--- config.mk ---
export PLATFORM = sky130hd
export DESIGN_NAME = clk_div_multi
export DESIGN_NICKNAME = d
export VERILOG_FILES = /design/src/rtl/clk_div_multi.sv
export SDC_FILE = /design/constraint.sdc
export NUM_CORES = 1
export LEC_CHECK = 0
export CORE_ASPECT_RATIO = 1.4
export CORE_MARGIN = 8
export CORE_UTILIZATION = 48
export DETAILED_ROUTE_END_ITERATION = 8
export PLACE_DENSITY = 0.68
export SYNTH_ARGS = -nofsm -noshare
export SYNTH_HDL_FRONTEND = slang
export SYNTH_SLANG_ARGS = --single-unit
--- constraint.sdc ---
create_clock -name sysclk -period 2.1 [get_ports sysclk]
set_input_delay 0.525 -clock sysclk [delete_from_list [all_inputs] [get_ports sysclk]]
set_output_delay 0.525 -clock sysclk [all_outputs]
set_load 0.01 [all_outputs]
--- src/rtl/clk_div_multi.sv ---
// rtl/clk_div_multi.sv - multi-channel programmable clock divider with per-channel tick pulses
// Optional macro CLKDIV_SYNC_EN adds sync_req, which phase-aligns every channel.
module clk_div_multi #(
  parameter int CHANNELS = 4,
  parameter int CNT_W    = 24,
  parameter int DEF_DIV  = 1250000
) (
  input  logic                      sysclk,
  input  logic                      rst_n,
`ifdef CLKDIV_SYNC_EN
  input  logic                      sync_req,
`endif
  input  logic [CHANNELS-1:0]       en,
  input  logic [CHANNELS*CNT_W-1:0] div_in,
  input  logic [CHANNELS-1:0]       div_wr,
  output logic [CHANNELS-1:0]       clk_out,
  output logic [CHANNELS-1:0]       tick,
  output logic [CHANNELS-1:0]       div_pend
);

  localparam logic [CNT_W-1:0] RST_DIV = CNT_W'(DEF_DIV);
  localparam logic [CNT_W-1:0] ONE     = CNT_W'(1);

  for (genvar k = 0; k < CHANNELS; k++) begin : g_ch
    logic [CNT_W-1:0] cnt;
    logic [CNT_W-1:0] active;
    logic [CNT_W-1:0] shadow;
    logic [CNT_W-1:0] wr_val;
    logic             co;
    logic             tk;
    logic             pd;
    logic             wrap;
    logic             load;

    assign wr_val = div_in[k*CNT_W +: CNT_W];
    // Wrap is by compare against active, so the full counter range never overflows.
    assign wrap   = en[k] && (cnt == active);
    assign load   = div_wr[k] || pd;

    always_ff @(posedge sysclk or negedge rst_n) begin
      if (!rst_n) begin
        cnt    <= '0;
        co     <= 1'b0;
        tk     <= 1'b0;
        pd     <= 1'b0;
        active <= RST_DIV;
        shadow <= RST_DIV;
      end
`ifdef CLKDIV_SYNC_EN
      else if (sync_req) begin
        cnt    <= '0;
        co     <= 1'b0;
        tk     <= 1'b0;
        pd     <= 1'b0;
        active <= div_wr[k] ? wr_val : shadow;
        if (div_wr[k]) begin
          shadow <= wr_val;
        end
      end
`endif
      else begin
        if (div_wr[k]) begin
          shadow <= wr_val;
          pd     <= 1'b1;
        end
        if (wrap) begin
          cnt <= '0;
          co  <= ~co;
          tk  <= 1'b1;
          // A write landing on the wrap cycle bypasses the shadow and applies immediately.
          if (load) begin
            active <= div_wr[k] ? wr_val : shadow;
            pd     <= 1'b0;
          end
        end else begin
          tk <= 1'b0;
          if (en[k]) begin
            cnt <= cnt + ONE;
          end
        end
      end
    end

    assign clk_out[k]  = co;
    assign tick[k]     = tk;
    assign div_pend[k] = pd;
  end

endmodule
==> qor.yml, run 1 <==
outcome:
  status: "complete, no violations"
synth:
  ys.flop_type: "dfrtp_1"
  ys_seq_area_share_pct: 55.7
  yosysMostFrequentCell: "dfrtp_1"
  synth_edf_count: 0
  yosys-top-cells-count: "dfrtp_1 (236), mux2_2 (172), xnor2_1 (142), nor2_1 (117), dfstp_2 (64)"
  syn_nets: 1202
  synthTopCellsByArea: "dfrtp_1 (43%), mux2_2 (14%), dfstp_2 (12%)"
  syn-cell-area_um2: 13600
  yosys_warnings: 0
  yosysUniqueCellTypes: 34
  synth-seq-cells: 300
  async_reset_ff_share_pct: 100
  avgSynthCellArea_um2: 12.5
  netlist.area_leader.share_pct: 43.3
  syn_inst: 1092
  synth_area_leader_cell: "dfrtp_1"
routing:
  routed_wl_mm: 27.2
  avgRoutedWirePerCell_um: 16.3
  drtIter0Drc: 371
  drt_pass1_iterations: 4
  vias: 8529
  drcViolationCount: 0
  routed_via_density: 5.12
  ant_nets: 0
die:
  core_um2: 28100
  ioPinCount: 118
  start_util_pct: 48.4
  fp.dieH_um: 215
  dieArea_um2: 34100
  num_rows: 73
  die_x_um: 158
global_route:
  top_usage_layer: "met2"
  track_usage_pct: 16.6
  grt_use_met2_pct: 28.5
  grt-ovfl-total: 0
  grt_max_degree: 60
  antenna_found_initial: 0
  grt_util_met1_pct: 20.7
  grt_pass1_wl_mm: 46.7
  grt_pass1_vias: 9353
  grtUsageMet3_pct: 2.53
min_path:
  min_path_type: "reg2reg"
clock_tree:
  cts_max_path_buffers: 3
  cts_root_buf: "clkbuf_16"
  cts_tree: "built"
  cts_sinks: 300
  numCtsBuffers: 29
  cts_setup_buffers: 0
  clk_latency_ns: 0.54
  clkTransAtPathRegs_ns: 0.06
  cts.htree.levels: 1
worst_setup_path:
  rrSetupSlack_ns: 0.11
  required_ns: 2.52
  crit_path_end_kind: "flop"
  crit_fanout: 9
  criticalPathCategory: "reg2reg"
  worst-endpoint-arrival_ns: 2.41
  startpoint_type: "flop"
power_and_ir_drop:
  p_leak_nw: 7.31
  ir_drop_uv: 760
  power_density_nw_per_um2: 963
timing:
  fin_crit_ns: 1.99
  tightest_slew_ns: 0.497
  skew_ns: 0.00933
  setup_viol: 0
  slew_violations: 0
  finalHoldViolCount: 0
  rsz0062_at_grt: "false"
  fmax_mhz: 503
  hold_slack_ns: 0.469
  finalCritPeriodShare_pct: 94.7
  slew_headroom_pct: 66.8
layout:
  fin_nets: 1378
  n_fill_cell: 2341
  seq_area_um2: 7590
  syn_to_final_growth_pct: 22.9
  antenna_cells: 0
  multi_input_area_um2: 5730
  final_layout_size_suffix_gt1_share_pct: 30.7
  fin_area_um2: 16700
placed_design:
  place_area_um2: 15700
  port_buffers: 117
  gp_congestion: 0.851
  place_hpwl_mm: 19.6
run:
  maxCapViolations: 0
==> through the flow <==
stage	instances	setup TNS (ns)	setup WS, ns	utilization [%]	power, mW
global placement	1611	-2.40	-0.122	55.6	10.5
detailed placement	1611	-6.83	-0.137	55.6	10.6
global route	1665	0	0.00133	59.5	17.0
CTS	1665	0	0.0702	59.3	16.3
floorplan	1092	0	0.200	-	9.49
finish	1665	0	0.112	59.5	16.1
==> timing repair <==
item / CTS / global route
hold buffers: 1 / 0
endpoints found under the hold margin: 35 / 0
gates resized for setup: 0 / 8
endpoints found under the setup margin: 0 / 51
==> power by group <==
group / internal, mW / switching, mW / total (mW)
logic: 1.75 / 1.31 / 3.06
clock network: 3.40 / 2.20 / 5.61
registers: 6.80 / 0.670 / 7.47
==> sequential cells by signal, summed over array words and instances (netlist names) <==
register and flops:
g_ch.active 96, g_ch.cnt 96, g_ch.co 4, g_ch.pd 4, g_ch.shadow 96, g_ch.tk 4
==> final cells by class <==
class                   instances  share of cell area, %
clock buffers                  39                   4.74
clock inverters                14                   1.43
inverters                      12                  0.269
multi-input cells             726                   34.2
flip-flops and latches        300                   45.3
well taps                     375                   2.80
repair buffers                199                   11.3
==> worst max-delay path, stage by stage, from the launching register on <==
cell,delay [ns]
dfstp_2,0.54
xnor2_1,0.17
nand4_1,0.16
nor4_2,0.34
nand4b_2,0.18
buf_4,0.21
mux2_2,0.28
==> metal layers <==
metal  part of all wire [%]  vias to the layer above
met5                      0                        -
met4                    2.1                        0
met3                    3.9                       39
met2                     52                      148
met1                     42                     4254
li1                       -                     4088
==> cell usage in the layout (no fill, tap or decap), types with 4 or more instances in the layout <==
cell	synthesis	layout
and3_1	15	15
and4_1	15	15
buf_12	0	7
buf_4	12	73
bufinv_16	0	6
clkbuf_1	17	7
clkbuf_16	0	29
clkdlybuf4s50_1	0	116
dfrtp_1	236	236
dfstp_2	64	64
ha_1	4	4
inv_1	12	12
mux2_2	172	172
mux2_4	20	20
nand2_1	44	44
nand2b_1	8	8
nand3_1	28	28
nand4_1	51	51
nor2_1	117	117
nor3_1	27	27
nor4_1	12	12
o21ai_0	5	5
o22ai_1	4	4
xnor2_1	142	135
xnor2_2	0	7
xor2_1	45	45
==> logic make-up (layout without fill, tap and decap cells) <==
group                    after synthesis  count (layout)  synth area share, %
AO/OA/AOI/OAI                         10              10                0.404
XOR/XNOR                             187             187                 12.0
adder cells (fa/ha/maj)                4               4                0.367
buffers and inverters                 66             264                 2.66
flip-flops                           300             300                 55.7
multiplexers                         192             192                 16.4
AND/OR/NAND/NOR                      333             333                 12.5
==> path summary, 6_finish.rpt <==
path,from,end,depth (start not counted)
max,g_ch[3].active[12]$_DFFE_PN1P_,g_ch[3].active[22]$_DFFE_PN0P_,6
min in group asynchronous,rst_n,g_ch[1].shadow[3]$_DFF_PN0_,2
min reg2reg,g_ch[2].co$_DFFE_PN0P_,g_ch[2].co$_DFFE_PN0P_,1
max in group asynchronous,rst_n,g_ch[3].shadow[7]$_DFF_PN1_,3
max reg2reg,g_ch[3].active[12]$_DFFE_PN1P_,g_ch[3].active[22]$_DFFE_PN0P_,6
min,g_ch[2].co$_DFFE_PN0P_,g_ch[2].co$_DFFE_PN0P_,1
Power figures use the tool's default switching activity.
==> run 2: changes to the inputs <==
--- a/config.mk
+++ b/config.mk
@@ -6,7 +6,6 @@
 export NUM_CORES = 1
 export LEC_CHECK = 0
 export CORE_ASPECT_RATIO = 1.4
-export CORE_MARGIN = 8
 export CORE_UTILIZATION = 48
 export DETAILED_ROUTE_END_ITERATION = 8
 export PLACE_DENSITY = 0.68
==> qor.yml, run 2 (synthesis gave the netlist of run 1 again) <==
worst_setup_path:
  crit_buf_inv: 1  # unchanged
  worst-endpoint-arrival_ns: 1.47  # was 2.41 ns
  path_cells: "clkdlybuf4s50_1"  # was xnor2_1, nand4_1, nor4_2, nand4b_2, buf_4, mux2_2
  crit_path_end_kind: "primary output"  # was flop
  rrSetupSlack_ns: 0.11  # about the same
  crit_fanout: 2  # was 9
  reg2reg_depth: 6  # unchanged
  startpoint_type: "flop"  # unchanged
  r2r-start: "g_ch[1].cnt[8]$_DFFE_PN0P_"  # was g_ch[3].active[12]$_DFFE_PN1P_
  cp_slowest_cell: "clkdlybuf4s50_1"  # was dfstp_2
  critPathTopFamily: "buffers and inverters"  # was simple AND/OR/NAND/NOR gates
  criticalPathCategory: "reg2out"  # was reg2reg
  worst_path_largest_cell_delay_ns: 0.54  # about the same
  required_ns: 1.57  # was 2.52 ns
  r2r_end: "g_ch[1].active[19]$_DFFE_PN0P_"  # was g_ch[3].active[22]$_DFFE_PN0P_
timing:
  hold_slack_ns: 0.462  # was 0.469 ns
  layout_setup_ws_ns: 0.106  # was 0.112 ns
  slew_headroom_pct: 70.5  # was 66.8%
  finalCritPeriodShare_pct: 94.9  # was 94.7%
  finalHoldViolCount: 0  # unchanged
  setup_viol: 0  # unchanged
  skew_ns: 0.00638  # was 0.00933 ns
  fmax_mhz: 502  # was 503 MHz
  slew_violations: 0  # unchanged
  setup-tns-final_ns: 0  # unchanged
  fin_crit_ns: 1.99  # about the same
  tightest_slew_ns: 0.442  # was 0.497 ns
  rsz0062_at_grt: "false"  # unchanged
die:
  die_x_um: 144  # was 158 um
  dieArea_um2: 29100  # was 34100 um2
  start_util_pct: 49.1  # was 48.4%
  core_um2: 27700  # was 28100 um2
  fp.dieH_um: 201  # was 215 um
  num_rows: 72  # was 73
  ioPinCount: 118  # unchanged
global_route:
  grt_max_degree: 60  # unchanged
  grt_pass1_wl_mm: 43.9  # was 46.7 mm
  grt-ovfl-total: 0  # unchanged
  antenna_found_initial: 0  # unchanged
  track_usage_pct: 18.8  # was 16.6%
  grt_pass1_vias: 9011  # was 9353
routing:
  drtIter0Drc: 361  # was 371
  avgRoutedWirePerCell_um: 15.8  # was 16.3 um
  drcViolationCount: 0  # unchanged
  vias: 8483  # was 8529
  drt_pass1_iterations: 4  # unchanged
  routed_wl_mm: 26.0  # was 27.2 mm
  routed_via_density: 5.14  # was 5.12
  ant_nets: 0  # unchanged
power_and_ir_drop:
  total_power_mw: 16.1  # about the same
  power_density_nw_per_um2: 963  # about the same
  comb_power_share_pct: 19.0  # was 18.9%
  clockPowerShare_pct: 34.4  # was 34.8%
  ir_drop_uv: 717  # was 760 uV
  p_leak_nw: 7.27  # was 7.31 nW
  p_switching_mw: 4.20  # was 4.18 mW
  swShare_pct: 26.2  # was 25.9%
  intPower_mw: 11.9  # about the same
  power_frac_seq_pct: 46.6  # was 46.3%
layout:
  multi_input_area_um2: 5720  # was 5730 um2
  fin_util_pct: 60.1  # was 59.5%
  n_fill_cell: 2292  # was 2341
  final_layout_size_suffix_gt1_share_pct: 30.2  # was 30.7%
  fin_nets: 1367  # was 1378
  seq_area_um2: 7590  # unchanged
  layout_common_cells: "dfrtp_1 (236), mux2_2 (172), xnor2_1 (137)"  # was dfrtp_1 (236), mux2_2 (172), xnor2_1 (135)
  antenna_cells: 0  # unchanged
  final_common_cell: "dfrtp_1"  # unchanged
  fin_area_um2: 16700  # about the same
  syn_to_final_growth_pct: 22.3  # was 22.9%
  reg_top3: "g_ch.active x96, g_ch.cnt x96, g_ch.shadow x96"  # unchanged
  fin_cells: 1650  # was 1665
placed_design:
  dp_slack_ns: -0.178  # was -0.137 ns
  place_area_um2: 15600  # was 15700 um2
  place_hpwl_mm: 18.6  # was 19.6 mm
  port_buffers: 117  # unchanged
  gp_congestion: 0.855  # was 0.851
  dpl.cell_count: 1595  # was 1611
min_path:
  min_to: "g_ch[0].co$_DFFE_PN0P_"  # was g_ch[2].co$_DFFE_PN0P_
  hp-start: "g_ch[0].co$_DFFE_PN0P_"  # was g_ch[2].co$_DFFE_PN0P_
  min_path_type: "reg2reg"  # unchanged
  holdPathStages: 1  # unchanged
clock_tree:
  cts_tree: "built"  # unchanged
  clk_latency_ns: 0.55  # was 0.54 ns
  clkTransAtPathRegs_ns: 0.07  # was 0.06 ns
  cts_max_path_buffers: 3  # unchanged
  cts.htree.levels: 1  # unchanged
  cts_root_buf: "clkbuf_16"  # unchanged
  cts_sinks: 300  # unchanged
  numCtsBuffers: 29  # unchanged
outcome:
  status: "complete, no violations"  # unchanged
run:
  maxCapViolations: 0  # unchanged
[run 2: worst max-delay path by stage]
stage                                       start                        endpoint  slack, ns  cells after the start
finish                     g_ch[3].co$_DFFE_PN0P_                      clk_out[3]       0.11                      1
global route        g_ch[2].active[6]$_DFFE_PN1P_  g_ch[2].active[13]$_DFFE_PN0P_      0.001                      6
CTS                        g_ch[3].co$_DFFE_PN0P_                      clk_out[3]       0.06                      1
detailed placement                          en[0]     g_ch[0].cnt[20]$_DFFE_PN0P_      -0.18                      7
global placement                            en[0]     g_ch[0].cnt[21]$_DFFE_PN0P_       -0.1                      6
floorplan             g_ch[1].cnt[10]$_DFFE_PN0P_  g_ch[1].active[10]$_DFFE_PN0P_       0.20                      7
[run 2: power groups by stage]
stage	clock network (mW)	logic [mW]	registers (mW)
6_report	5.52	3.06	7.47
4_1_cts	5.68	3.05	7.48
2_1_floorplan	0	2.09	7.39
3_3_place_gp	0	2.96	7.54
5_1_grt	5.92	3.38	7.58
3_5_place_dp	0	3.02	7.57
[run 2: metal layers]
metal	global-route usage (%)	vias to the layer above	part of all wire, %
met3	2.38	39	3.5
met1	23.8	4230	43
met2	32.7	145	51
li1	-	4069	-
met5	0	-	0
met4	6.47	0	2.7
[run 2: layout make-up]
class / instances / area share, %
Multi-Input combinational cell: 726 / 34.3
Clock buffer: 35 / 4.55
Clock inverter: 19 / 1.55
Tap cell: 370 / 2.78
Sequential cell: 300 / 45.5
Inverter: 12 / 0.270
Timing Repair Buffer: 188 / 11.0
[run 2: repair_timing]
item,CTS,global route
resized for setup,0,6
setup endpoints to repair,0,38
endpoints found under the hold margin,22,0
hold buffers,1,0
setup buffers,0,0
